## src/rtl/conv_window_ctrl.sv

```systemverilog
// Frame sequencer for the 3x3 RGB convolution datapath: raster position,
// line-buffer shift enables, window-valid flag and coefficient storage.
module conv_window_ctrl #(
   parameter int IMG_W  = 640,
   parameter int IMG_H  = 480,
   parameter int CW     = 11,
   parameter int COEF_W = 8
) (
   input  logic              clk,
   input  logic              resetn,
   input  logic              start,
   input  logic              pix_valid,
   output logic              pix_ready,
   output logic              lb_shift_en,
   output logic              win_valid,
   output logic [CW-1:0]     col,
   output logic [CW-1:0]     row,
   output logic              busy,
   output logic              frame_done,
   input  logic              cfg_we,
   input  logic [3:0]        cfg_addr,
   input  logic [COEF_W-1:0] cfg_data,
   output logic              cfg_err,
   output logic [9*COEF_W-1:0] coef
);

   typedef enum logic [1:0] {
      IDLE,
      FILL,
      CONV,
      DONE
   } state_t;

   localparam logic [CW-1:0] COL_LAST = CW'(IMG_W - 1);
   localparam logic [CW-1:0] ROW_LAST = CW'(IMG_H - 1);

   state_t state;
   state_t state_nx;
   logic   accept;
   logic   last_col;
   logic   cfg_ok;

   assign pix_ready = (state == FILL) || (state == CONV);
   assign busy      = (state != IDLE);
   assign accept    = pix_valid & pix_ready;
   assign last_col  = (col == COL_LAST);
   assign cfg_ok    = cfg_we && (state == IDLE) && (cfg_addr <= 4'd8);

   always_comb begin
      state_nx = state;
      case (state)
         IDLE: if (start) state_nx = FILL;
         FILL: if (accept && last_col && row == CW'(1)) state_nx = CONV;
         CONV: if (accept && last_col && row == ROW_LAST) state_nx = DONE;
         DONE: state_nx = IDLE;
         default: state_nx = IDLE;
      endcase
   end

   always_ff @(posedge clk) begin
      if (resetn) begin
         state       <= IDLE;
         col         <= '0;
         row         <= '0;
         lb_shift_en <= 1'b0;
         win_valid   <= 1'b0;
         frame_done  <= 1'b0;
         cfg_err     <= 1'b0;
      end else begin
         state       <= state_nx;
         lb_shift_en <= accept;
         // window is complete once two full lines and two pixels precede it
         win_valid   <= accept && (row >= CW'(2)) && (col >= CW'(2));
         frame_done  <= (state_nx == DONE);
         cfg_err     <= cfg_we && !cfg_ok;
         if (state == IDLE && start) begin
            col <= '0;
            row <= '0;
         end else if (accept) begin
            if (last_col) begin
               col <= '0;
               row <= (row == ROW_LAST) ? '0 : row + CW'(1);
            end else begin
               col <= col + CW'(1);
            end
         end
      end
   end

   always_ff @(posedge clk) begin
      if (resetn) begin
         coef <= '0;
         coef[4*COEF_W +: COEF_W] <= COEF_W'(1);
      end else if (cfg_ok) begin
         coef[int'(cfg_addr)*COEF_W +: COEF_W] <= cfg_data;
      end
   end

endmodule

```

## config.mk

```make
export PLATFORM = sky130hd
export DESIGN_NAME = conv_window_ctrl
export DESIGN_NICKNAME = d
export VERILOG_FILES = /design/src/rtl/conv_window_ctrl.sv
export SDC_FILE = /design/constraint.sdc
export NUM_CORES = 1
export LEC_CHECK = 0
export CORE_MARGIN = 2
export CORE_UTILIZATION = 45
export CTS_CLUSTER_DIAMETER = 150
export DETAILED_ROUTE_END_ITERATION = 7
export DONT_BUFFER_PORTS = 1
export SYNTH_ARGS = -nofsm -noshare
export SYNTH_HDL_FRONTEND = slang
export SYNTH_SLANG_ARGS = --single-unit
```

## constraint.sdc

```tcl
create_clock -name clk -period 7.3 [get_ports clk]
set_input_delay 0.73 -clock clk [delete_from_list [all_inputs] [get_ports clk]]
set_output_delay 0.73 -clock clk [all_outputs]
set_load 0.05 [all_outputs]
```

==> qor.txt <==
status - complete, no violations
total number of H-tree levels - 3
final number of max-transition violations - 0
Antenna diodes - 0
leak pwr - 1.69 nW
end point of the most critical hold path - state[1]
net count reported at finish - 540
number of I/O pins - 117
startpoint of the worst register-to-register path - state[1]
met3 layer usage reported by global route - 0.0895
startpoint class of the critical path - register
share of synthesized area occupied by flip-flops and latches - 0.459
final hold vios - 0
antenna violations before repair - 0
CP arrival - 3.17 ns
hold wc startpoint - resetn
share of final-layout standard cells stronger than drive strength 1 - 0.0445
worst rel slew slack - 0.334
CTS tree - yes
Final setup viols - 0
Hold Crit Class - input pin to register
flop-to-flop setup slack - 4.34 ns
number of cell instances on the worst register-to-register path - 6
final worst-path cycle share - 0.406
fill cell instance count of the final layout - 904
Die Ht - 102 um
routability-driven placement congestion ratio - 0.924
number of I/O port buffers - 0
Achievable Freq - 338 MHz
non-filler cells in the finished layout - 646
total number of placement rows - 35
clock slew at reported path FFs - 0.10 ns
simple-gate area share of the yosys netlist - 0.298
PnR Total Power - 0.946 mW
post-detailed-route via-to-cell ratio - 5.53
max capacitance violation total - 0
aggregate routed wire length - 11100 um
cts bufs inserted - 9
syn nets - 553
maximum fanout along the worst path - 9
unrepaired setup endpoints after global routing - false
flip-flop and latch count after synthesis - 100
Yosys cell types - 41
maximum VDD drop - 0.111 mV
setup skew after layout - 0.00938 ns
Min Clock Period, post-route - 2.96 ns
count of mapped cells out of synthesis - 525
Max Buffers Root-to-Sink - 2
clock insertion delay at the later pin of the skew report - 0.36 ns
fraction of synthesized cell area in xor and xnor cells - 0.0421
M2 GR Usage - 0.312
required time at the endpoint of the critical path - 7.50 ns
post-synthesis compound-gate area fraction - 0.0774
post-detailed-route wirelength per cell - 17.3 um
Post-Syn Area - 4370 um2
multiplexer share of the synthesized area - 0.0550
Congestion Overflow GR - 0
Power Dens Cells - 205 nW/um2
Setup TNS - 0 ns
Worst Setup End Kind - register
cell at the root of the clock tree - sky130_fd_sc_hd__clkbuf_8
global-route wire length before repair - 17700 um
syn avg cell area - 8.32 um2
Pre-Repair DR Iteration Count - 5
synthesis-to-finish area growth - 5.73%
R2R Path End - row[5]
actual transition at the worst max-transition pin - 0.991 ns
DRT iter0 DRCs - 147
WHS Path Cells - 1
pin count of the biggest net entering global routing - 78
Cell Count Post-Placement - 630
via count of the routed design - 3573
initial core utilization - 0.468
DRC violation count after routing - 0
via count of the first global-routing pass - 3356
number of synthesis warnings - 0
Worst Path Class, Setup - register to register
die span in x - 102 um
Antenna Violating Nets Remaining - 0
total global routing track utilization - 0.217
synthesized-area fraction occupied by adder cells - 0.0315
number of buffers added to fix hold violations after cts - 0
busiest layer in global routing - met2
DIE AREA - 10500 um2
cells resized by post-CTS repair - 0
standard cell core area - 9330 um2
clk sinks - 100
Util after Layout - 0.495
largest family of logic cells by synthesized area - simple AND/OR/NAND/NOR gates
buffer count from post-CTS setup fixing - 0
routing usage on met1 - 0.298
Detailed Place HPWL - 7930 um
==> cell usage in the layout (no fill, tap or decap), types with 2 or more instances in the layout <==
master                     instances
sky130_fd_sc_hd__a21oi_1          51
sky130_fd_sc_hd__a31oi_1           2
sky130_fd_sc_hd__and2_1           12
sky130_fd_sc_hd__and3_1           11
sky130_fd_sc_hd__and4_1            2
sky130_fd_sc_hd__clkbuf_8         10
sky130_fd_sc_hd__clkinv_4          2
sky130_fd_sc_hd__dfxtp_1         100
sky130_fd_sc_hd__ha_1             11
sky130_fd_sc_hd__inv_1            13
sky130_fd_sc_hd__inv_8             2
sky130_fd_sc_hd__mux2i_1          24
sky130_fd_sc_hd__nand2_1          88
sky130_fd_sc_hd__nand3_1          35
sky130_fd_sc_hd__nand4_1          15
sky130_fd_sc_hd__nor2_1           59
sky130_fd_sc_hd__nor3_1           16
sky130_fd_sc_hd__nor4_1            3
sky130_fd_sc_hd__o211ai_1          2
sky130_fd_sc_hd__o21ai_0           2
sky130_fd_sc_hd__or3_1            18
sky130_fd_sc_hd__xnor2_1          12
sky130_fd_sc_hd__xor2_1            9
==> area by class of cell <==
cell class                 count  area [um2]  share of cell area
clock buffer                  10         138              0.0298
clock inverter                 6        56.3              0.0122
inverter                      13        48.8              0.0106
multi-input combinational    387        2200               0.477
sequential                   100        2000               0.434
tap                          129         161              0.0350
timing repair buffer           1        7.51             0.00163
==> through the flow <==
step	area (um2)	hold slack (ns)	setup WS, ns
after floorplan	4370	0.611	4.12
after global placement	4420	0.652	4.35
after detailed placement	4420	0.648	4.26
after CTS	4620	0.425	4.30
after global routing	4620	0.418	3.94
final	4620	0.448	4.34
==> worst max-delay path by stage <==
stage                     start       end  slack [ns]  depth (start not counted)
finish                 state[1]    row[5]        4.34                          6
CTS                    state[1]    row[5]        4.30                          6
global route           state[1]    row[7]        3.94                          6
global placement    cfg_addr[0]  coef[60]        4.35                          7
detailed placement  cfg_addr[1]  coef[20]        4.26                          7
floorplan           cfg_addr[0]  coef[71]        4.12                         10
==> sequential cells by signal, summed over array words and instances, names as in the netlist <==
| name | count |
|---|---|
| coef | 72 |
| col | 11 |
| row | 11 |
| state | 2 |
| cfg_err | 1 |
| frame_done | 1 |
| lb_shift_en | 1 |
| win_valid | 1 |
==> worst max-delay path, cell delays in order (launching register included) <==
cell,delay [ns]
sky130_fd_sc_hd__dfxtp_1,0.39
sky130_fd_sc_hd__inv_1,0.10
sky130_fd_sc_hd__ha_1,0.65
sky130_fd_sc_hd__and3_1,0.33
sky130_fd_sc_hd__nand4_1,0.30
sky130_fd_sc_hd__o31ai_1,0.91
sky130_fd_sc_hd__nor2_1,0.12
==> per-layer routing <==
layer,wire (um),vias to the layer above,part of all wire
met4,147,0,0.013
met2,4910,125,0.44
met1,4900,1678,0.44
li1,-,1758,-
met3,1190,12,0.11
met5,0,-,0
==> kinds of logic (layout without fill, tap and decap cells) <==
logic type               count (synthesis)  in the layout
AO/OA/AOI/OAI                           61             61
XOR/XNOR                                21             21
adder cells (fa/ha/maj)                 11             11
buffers and inverters                   38             30
flip-flops                             100            100
multiplexers                            24             24
AND/OR/NAND/NOR                        270            270
==> where the power goes <==
group	internal, mW	switching [mW]
clock network	0.141	0.201
registers	0.547	0.00720
logic	0.0151	0.0347
==> synthesized netlist by cell type, drive strengths merged <==
| library cell | instances | area, um2 |
|---|---|---|
| nand4 | 15 | 93.8 |
| and2 | 12 | 75.1 |
| nor3 | 17 | 90.1 |
| clkbuf | 19 | 72.6 |
| a31oi | 2 | 12.5 |
| buf | 6 | 40.0 |
| o211ai | 2 | 15.0 |
| a21oi | 51 | 255 |
| nand3b | 1 | 7.51 |
| o31ai | 1 | 7.51 |
| or3b | 1 | 11.3 |
| and3 | 11 | 68.8 |
| and3b | 1 | 8.76 |
| a211oi | 1 | 20.0 |
| nand2 | 88 | 330 |
| and4 | 2 | 17.5 |
| xnor2 | 12 | 105 |
| nor2b | 1 | 6.26 |
| a21o | 1 | 7.51 |
| or4 | 1 | 7.51 |
| nand3 | 36 | 185 |
| o311a | 1 | 10.0 |
| nor4 | 4 | 40.0 |
| dfxtp | 100 | 2000 |
| nand2b | 1 | 6.26 |
| nor3b | 2 | 20.0 |
| nor2 | 59 | 221 |
| xor2 | 9 | 78.8 |
| ha | 11 | 138 |
| mux2i | 24 | 240 |
| or3 | 18 | 113 |
| o21ai | 2 | 10.0 |
| inv | 13 | 48.8 |
Power figures use the tool's default switching activity.
